--- config.mk ---
export PLATFORM = sky130hd
export DESIGN_NAME = mem_access_unit
export DESIGN_NICKNAME = d
export VERILOG_FILES = /design/src/rtl/mem_access_unit.sv
export SDC_FILE = /design/constraint.sdc
export NUM_CORES = 1
export LEC_CHECK = 0
export CAP_MARGIN = 30
export CORE_MARGIN = 5
export CORE_UTILIZATION = 49
export CTS_CLUSTER_DIAMETER = 80
export DETAILED_ROUTE_END_ITERATION = 8
export PLACE_DENSITY_LB_ADDON = 0.3
export SLEW_MARGIN = 10
export SYNTH_ARGS = -nofsm -noshare
export SYNTH_HDL_FRONTEND = slang
export SYNTH_SLANG_ARGS = --single-unit
--- constraint.sdc ---
create_clock -name clk -period 13.8 [get_ports clk]
set_clock_uncertainty 0.2 [all_clocks]
set_input_delay 3.45 -clock clk [delete_from_list [all_inputs] [get_ports clk]]
set_output_delay 3.45 -clock clk [all_outputs]
set_load 0.02 [all_outputs]
--- src/rtl/mem_access_unit.sv ---
// MEM-stage load/store unit: turns MemRead/MemWrite into a req/ack bus access and returns extended load data.
// Latency: 3 cycles (IDLE -> REQ -> DONE) when mem_ack arrives in the first REQ cycle; stall is high for 2 of them.
// Backpressure: stall freezes upstream until the access completes or times out; errored accesses never stall.
module mem_access_unit #(
  parameter int TIMEOUT = 255
) (
  input  logic        clk,
  input  logic        rst,
  input  logic        MemRead,
  input  logic        MemWrite,
  input  logic [2:0]  funct3,
  input  logic [31:0] addr,
  input  logic [31:0] wdata,
  output logic        stall,
  output logic [31:0] load_data,
  output logic        ld_valid,
  output logic        misalign,
  output logic        illegal,
  output logic        bus_err,
  output logic        mem_req,
  output logic        mem_we,
  output logic [31:0] mem_addr,
  output logic [3:0]  mem_be,
  output logic [31:0] mem_wdata,
  input  logic        mem_ack,
  input  logic [31:0] mem_rdata
);

  typedef enum logic [1:0] {IDLE, REQ, DONE} state_t;

  state_t      state, state_nxt;
  logic [7:0]  cnt;
  logic [2:0]  f3_q;       // size/sign of the access in flight
  logic [1:0]  off_q;      // byte offset of the access in flight
  logic        is_load_q;
  logic        to_q;       // access in flight ended by timeout

  logic        access;
  logic        legal_f3;
  logic        aligned;
  logic        start;
  logic        time_up;
  logic [3:0]  be_c;
  logic [31:0] wdata_c;
  logic [7:0]  rd_byte;
  logic [15:0] rd_half;
  logic [31:0] ext_c;

  assign access  = MemRead | MemWrite;
  // Last REQ cycle before the access is declared dead.
  assign time_up = (cnt == 8'(TIMEOUT - 1));

  // Decode legality of the control/funct3 combination; loads accept the unsigned variants, stores do not.
  always_comb begin
    legal_f3 = 1'b0;
    if (MemRead && MemWrite) begin
      legal_f3 = 1'b0;
    end else if (MemRead) begin
      case (funct3)
        3'b000, 3'b001, 3'b010, 3'b100, 3'b101: legal_f3 = 1'b1;
        default:                                legal_f3 = 1'b0;
      endcase
    end else begin
      case (funct3)
        3'b000, 3'b001, 3'b010: legal_f3 = 1'b1;
        default:                legal_f3 = 1'b0;
      endcase
    end
  end

  // Natural alignment check on the access size (funct3[1:0]).
  always_comb begin
    aligned = 1'b0;
    case (funct3[1:0])
      2'b00:   aligned = 1'b1;
      2'b01:   aligned = ~addr[0];
      2'b10:   aligned = (addr[1:0] == 2'b00);
      default: aligned = 1'b0;
    endcase
  end

  // Byte enables and lane-replicated store data for the bus.
  always_comb begin
    be_c    = 4'b1111;
    wdata_c = wdata;
    case (funct3[1:0])
      2'b00: begin
        be_c    = 4'b0001 << addr[1:0];
        wdata_c = {4{wdata[7:0]}};
      end
      2'b01: begin
        be_c    = 4'b0011 << {addr[1], 1'b0};
        wdata_c = {2{wdata[15:0]}};
      end
      default: begin
        be_c    = 4'b1111;
        wdata_c = wdata;
      end
    endcase
  end

  // Pick the addressed byte/half from the read word and extend it per the latched funct3.
  always_comb begin
    rd_byte = 8'(mem_rdata >> {off_q, 3'b000});
    rd_half = 16'(mem_rdata >> {off_q[1], 4'b0000});
    ext_c   = mem_rdata;
    case (f3_q)
      3'b000:  ext_c = {{24{rd_byte[7]}}, rd_byte};
      3'b100:  ext_c = {24'b0, rd_byte};
      3'b001:  ext_c = {{16{rd_half[15]}}, rd_half};
      3'b101:  ext_c = {16'b0, rd_half};
      default: ext_c = mem_rdata;
    endcase
  end

  // Next-state and combinational outputs: errors and the launch stall come straight from IDLE inputs.
  always_comb begin
    state_nxt = state;
    stall     = 1'b0;
    misalign  = 1'b0;
    illegal   = 1'b0;
    start     = 1'b0;
    ld_valid  = 1'b0;
    bus_err   = 1'b0;
    case (state)
      IDLE: begin
        if (access) begin
          if (!legal_f3) begin
            illegal = 1'b1;
          end else if (!aligned) begin
            misalign = 1'b1;
          end else begin
            stall     = 1'b1;
            start     = 1'b1;
            state_nxt = REQ;
          end
        end
      end
      REQ: begin
        stall = 1'b1;
        if (mem_ack || time_up) state_nxt = DONE;
      end
      DONE: begin
        // Inputs still show the completing instruction here; they are deliberately ignored.
        ld_valid  = is_load_q & ~to_q;
        bus_err   = to_q;
        state_nxt = IDLE;
      end
      default: state_nxt = IDLE;
    endcase
  end

  // State register.
  always_ff @(posedge clk or posedge rst) begin
    if (rst) state <= IDLE;
    else     state <= state_nxt;
  end

  // Cycles spent waiting in REQ; cleared whenever no access is waiting.
  always_ff @(posedge clk or posedge rst) begin
    if (rst)                cnt <= 8'd0;
    else if (state == REQ)  cnt <= cnt + 8'd1;
    else                    cnt <= 8'd0;
  end

  // Registered bus outputs: loaded at launch, request dropped on ack or timeout.
  always_ff @(posedge clk or posedge rst) begin
    if (rst) begin
      mem_req   <= 1'b0;
      mem_we    <= 1'b0;
      mem_addr  <= 32'd0;
      mem_be    <= 4'd0;
      mem_wdata <= 32'd0;
    end else if (start) begin
      mem_req   <= 1'b1;
      mem_we    <= MemWrite;
      mem_addr  <= {addr[31:2], 2'b00};
      mem_be    <= be_c;
      mem_wdata <= wdata_c;
    end else if ((state == REQ) && (mem_ack || time_up)) begin
      mem_req   <= 1'b0;
    end
  end

  // Remember what the in-flight access needs for extraction and completion reporting.
  always_ff @(posedge clk or posedge rst) begin
    if (rst) begin
      f3_q      <= 3'd0;
      off_q     <= 2'd0;
      is_load_q <= 1'b0;
      to_q      <= 1'b0;
    end else if (start) begin
      f3_q      <= funct3;
      off_q     <= addr[1:0];
      is_load_q <= MemRead;
      to_q      <= 1'b0;
    end else if ((state == REQ) && !mem_ack && time_up) begin
      to_q      <= 1'b1;
    end
  end

  // Load result: extended read data on ack, zero when the access times out.
  always_ff @(posedge clk or posedge rst) begin
    if (rst) begin
      load_data <= 32'd0;
    end else if (state == REQ) begin
      if (mem_ack) begin
        if (is_load_q) load_data <= ext_c;
      end else if (time_up) begin
        load_data <= 32'd0;
      end
    end
  end

endmodule

==> After elaboration in Yosys (flattened, before gate mapping) <==
Cells that the tools add are included.
{ "classes": {"n_reduce_logical": 18, "add_sub_neg": 1, "eq_ne": 17, "muxes": 35, "bitwise": 4, "shifts": 4} }
{ "ops": {"columns": ["operator", "n"], "rows": [
  ["32-bit one-hot mux with 4 select lines", 1],
  ["32-bit 2-to-1 mux", 3],
  ["32-bit one-hot mux with 2 select lines", 1],
  ["32-bit by 5-bit right shift with 16-bit output", 1],
  ["32-bit by 5-bit right shift with 8-bit output", 1],
  ["1-bit 2-to-1 mux", 21],
  ["3-bit == test, second input constant", 4],
  ["8-bit by 1-bit adder with 8-bit output, second input constant", 1],
  ["8-bit == test, second input constant", 1],
  ["2-bit 2-to-1 mux", 4],
  ["8-bit 2-to-1 mux", 1],
  ["2-bit inequality test, second input constant", 4],
  ["4-bit one-hot mux with 2 select lines", 1],
  ["3-bit by 1-bit == test with 1-bit output, second input constant", 2],
  ["2-bit logical NOT", 3],
  ["3-bit logical NOT", 2],
  ["2-bit nonzero test", 3],
  ["5-bit OR reduction", 1],
  ["2-bit by 1-bit == test with 1-bit output, second input constant", 2],
  ["2-bit == test, second input constant", 2],
  ["1-bit logical AND", 4],
  ["2-bit one-hot mux with 2 select lines", 1],
  ["4-bit AND reduction", 1],
  ["1-bit by 2-bit << shifter with 4-bit output, first input constant", 1],
  ["other kinds (12)", 13]
]} }
{ "word_totals": {"in_bits": 104, "elab_cells": 91, "reg_bits": 117, "out_inout_bits": 107} }

==> Longest topological paths before layout <==
{ "logic_depth": {"ltp_word": 9, "mapped_depth": 7, "ltp_nobuf": 6} }

==> Worst setup path after synthesis <==
Ideal clock, no wire load.
{ "synth_timing": {"path_type": "input-to-output", "start": "in funct3[0]", "end": "out misalign", "path_slack_ps": 5870, "path_buffers": 1, "stages": 5, "t_required_ps": 10150, "arrival_time_ps": 4280, "path_cell_list": "buf_6 a22o_1 a21oi_4 nand2_1 nor2_1"} }
{ "synth_via": {"elab_chain_cells": 8, "elab_cells_between_ends": 19, "classes_between": "eq/ne (6); mux (9); reduce/logical (4)"} }
{ "synth_lines": {"columns": ["item", "line_no", "rtl"], "rows": [
  ["start: declaration", "11", "input logic [2:0] funct3,"],
  ["3-bit by 1-bit == test with 1-bit output, or another cell as far along", "59, 64", null],
  ["5-bit OR reduction / 3-bit OR reduction (equally long branches)", "59, 64", null],
  ["1-bit 2-to-1 mux (on tied branches)", "59, 64", null],
  ["1-bit 2-to-1 mux", "58", "end else if (MemRead) begin"],
  ["1-bit 2-to-1 mux", "56", "if (MemRead && MemWrite) begin"],
  ["1-bit 2-to-1 mux *", "128", "if (!legal_f3) begin"],
  ["1-bit 2-to-1 mux *", "127", "if (access) begin"],
  ["1-bit 2-to-1 mux *", "125", "case (state)"],
  ["end: declaration", "17", "output logic misalign,"]
]} }
Every way passes the cells marked *; elsewhere a longest branch is shown, timed or not.

==> Worst setup path in the final report <==
{ "layout_timing": {"start": "in funct3[0]", "end": "out stall"} }
{ "layout_via": {"elab_chain_cells": 8, "elab_cells_between_ends": 19, "classes_between": "eq/ne (6); mux (9); reduce/logical (4)"} }
{ "layout_lines": {"columns": ["item", "line_no", "rtl"], "rows": [
  ["3-bit by 1-bit == test with 1-bit output, or another cell as far along", "59, 64", null],
  ["5-bit OR reduction / 3-bit OR reduction (equally long branches)", "59, 64", null],
  ["1-bit 2-to-1 mux (on tied branches)", "59, 64", null],
  ["1-bit 2-to-1 mux", "58", null],
  ["1-bit 2-to-1 mux", "56", null],
  ["1-bit 2-to-1 mux *", "128", null],
  ["1-bit 2-to-1 mux *", "127", null],
  ["1-bit one-hot mux with 2 select lines *", "125", null],
  ["end: declaration", "14", "output logic stall,"]
]} }
Marked as above.

==> summary.md <==
| Metric | Value |
|---|---|
| Max Slew Vio Count | 0 |
| TritonCTS buffer count | 17 |
| FP Rows | 39 |
| Clock Sinks | 117 |
| Top cell by count, worst path | clkdlybuf4s50_1 |
| Post-synthesis simple-gate area fraction | 6.839% |
| Status | finished clean |
| Initial antenna violation count | 0 |
| Max_cap viols | 0 |
| Antenna Cells | 0 |
| Mux contribution to synthesized area | 25.89% |
| Avg WL per Cell | 20.15 um |
| Post-DP HPWL | 11,420 um |
| Final #Nets | 745 |
| Htree depth | 4 |
| Setup repair bufs after CTS | 0 |
| Post-CTS Hold Buffers | 0 |
| Setup CP Type | primary input to primary output |
| Chip height | 119.0 um |
| Via density | 5.577 |
| Most used DFF post-synth | dfrtp_1 |
| Fin area | 8477 sq um |
| Input/output buffers | 208 |
| CTS max path bufs | 2 |
| Slowest stage cell, crit path | clkdlybuf4s50_1 |
| Clock transition at path regs | 0.05 ns |
| Largest family of logic cells by synthesized area | multiplexers |
| Root Buffer | clkbuf_16 |
| Area fraction in compound gates after synthesis | 10.97% |
| RD Place Congestion | 0.8312 |
| Vias in the first global route | 4,769 |
| Sequential area share after synthesis | 50.32% |
| Tightest Hold Check Type | flop to flop |
| CP arrival | 5.77 ns |
| Critical Path, Cell by Cell | clkdlybuf4s50_1, o21a_1, o22ai_2, nand3b_1, nand2_1, clkdlybuf4s50_1 |
| Routed Antenna Nets | 0 |
| Placed Area | 7870 sq um |
| Final hold vios | 0 |
| Worst r2r src | off_q[1]$_DFFE_PP0P_ |
| Post-synth top area share | 50.32% |
| Initial drt markers | 304 |
| Initial core utilization | 50.52% |
| Worst setup EP type | primary output |
| # resized after CTS | 0 |
| Cell taking the most area after synthesis | dfrtp_1 |
| Area of the core | 11,520 sq um |
| CP max stage delay | 0.85 ns |
| CP Launch Point | funct3[0] |
| Number of remaining DRC errors | 0 |
| Synth async-reset ratio | 100.0% |
| Crit path max fanout | 15 |
| Syn. warnings | 0 |
| Synth-to-layout area growth | 45.70% |
| Period utilization | 68.27% |
| Tot GR Track Use | 23.10% |
| Synth Area in XOR/XNOR | 0.6022% |
| Die width | 119.0 um |
| GRT overflow | 0 |
| EDFF count, synth | 0 |
| CTS tree | yes |
| RSZ-0062 raised after global routing | false |
| Critical Path Start Type | primary input |
| Slew @ Worst Pin | 0.9757 ns |
| Leading post-synthesis cells by cell area | dfrtp_1 50%, mux2_4 13%, mux2_2 7.0%, mux2i_1 2.9%, a221o_1 2.8% |
| Fillers | 785 |
| Post-synthesis adder-cell area fraction | 0.4301% |
| Largest net degree at the start of global routing | 65 |
| Worst hold start | load_data[7]$_DFFE_PP0P_ |
| PD cells | 199.2 nW/um^2 |
| VDD IR-drop max | 114.8 uV |
| Register bit total from synthesis | 117 |
| Worst Path Required | 10.15 ns |
| Max-slew headroom | 34.95% |
| Layout cells sized above 1 | 20.86% |
| Setup_tns | 0 ns |
| Synthesized area per cell | 13.37 sq um |
| I/O Pins | 211 |
| Cell area after synthesis | 5818 sq um |
| Count leader, synth | dfrtp_1 |
| Final setup fails | 0 |
| Max Freq | 106.1 MHz |
| Final min period | 9.422 ns |
| Initial DRT Pass Iterations | 5 |
| Yosys cell types | 54 |
| Clk_lat worst skew | 0.41 ns |
| Leakage | 3.635 nW |
| Most frequent cells after synthesis | 117 x dfrtp_1, 50 x mux2_4, 36 x mux2_2 |
| First-pass GRT wire length | 25,790 um |
| DR vias | 4,434 |
| Total routed wirelength | 16,020 um |
| Mapped Cells | 435 |
| Tot Pwr | 1.689 mW |
| Die area | 14,150 sq um |
[final timing paths]
check	slack [ns]	depth (start not counted)	end
max in group asynchronous	8.80	3	state[1]$_DFFE_PP0P_
setup / recovery	4.38	6	stall
hold / removal	0.28	2	load_data[7]$_DFFE_PP0P_
min in group asynchronous	3.32	2	load_data[3]$_DFFE_PP0P_
hold reg to reg	0.28	2	load_data[7]$_DFFE_PP0P_
setup reg to reg	11.13	4	load_data[12]$_DFFE_PP0P_
[layout by cell type (no fill, tap or decap), types with 6 or more instances in the layout]
cell type | synthesis | routed
nand2_1 | 29 | 29
mux2_1 | 8 | 8
dfrtp_1 | 117 | 117
mux2_4 | 50 | 50
nand2b_1 | 6 | 6
mux2_2 | 36 | 36
clkbuf_16 | 0 | 17
nor2_1 | 14 | 14
o21ai_0 | 25 | 25
mux2i_1 | 17 | 17
a221o_1 | 16 | 16
clkdlybuf4s50_1 | 0 | 208
inv_1 | 7 | 6
o221ai_1 | 8 | 8
[through the flow]
step,utilization (%),std cells,hold WS [ns],worst slack (ns)
detailed placement,68.34,761,0.2693,4.337
global route,73.61,795,0.3114,4.228
global placement,68.17,760,0.2631,4.412
floorplan,-,436,0.2546,5.870
CTS,73.45,793,0.2819,4.319
finish,73.61,795,0.2779,4.378
[flip-flops by register name, indices dropped and copies added, names as in the netlist]
register,flops
load_data,32
mem_wdata,32
mem_addr,30
cnt,8
mem_be,4
f3_q,3
off_q,2
state,2
is_load_q,1
mem_req,1
mem_we,1
to_q,1
[area by class of cell]
cell class                 count  area, sq um  area share, %
inverter                       7        28.78         0.3395
tap                          143        178.9          2.111
timing repair buffer         214         2143          25.28
clock inverter                 9        100.1          1.181
multi-input combinational    282         2610          30.79
sequential                   117         2928          34.54
clock buffer                  23        488.0          5.756
[metal layers]
layer  vias up  wire length, um  global-route usage, %
li1       2016                -                      -
met1      2201             6716                  28.96
met2       185             7692                  36.84
met3        32             1197                  7.678
met4         0              414                  9.776
met5         -                0                      0
[report_power, final]
| part | switching (mW) | internal, mW | total (mW) |
|---|---|---|---|
| sequential | 0.0948 | 0.468 | 0.562 |
| clock | 0.150 | 0.283 | 0.433 |
| combinational | 0.314 | 0.380 | 0.693 |
| total | 0.558 | 1.13 | 1.69 |
[cells by family (layout without fill, tap and decap cells)]
kind of cell,after synthesis,count (layout)
buf+inv,37,253
fa+ha+maj,2,2
mux,115,115
other cells,1,2
flops,117,117
compound gates,84,84
simple gates,75,75
xor+xnor,4,4
[critical path: cells and delay by family]
family,cells,cell delay [ns]
buf+inv,2,1.46
compound gates,2,0.65
simple gates,2,0.21
Power figures use the tool's default switching activity.
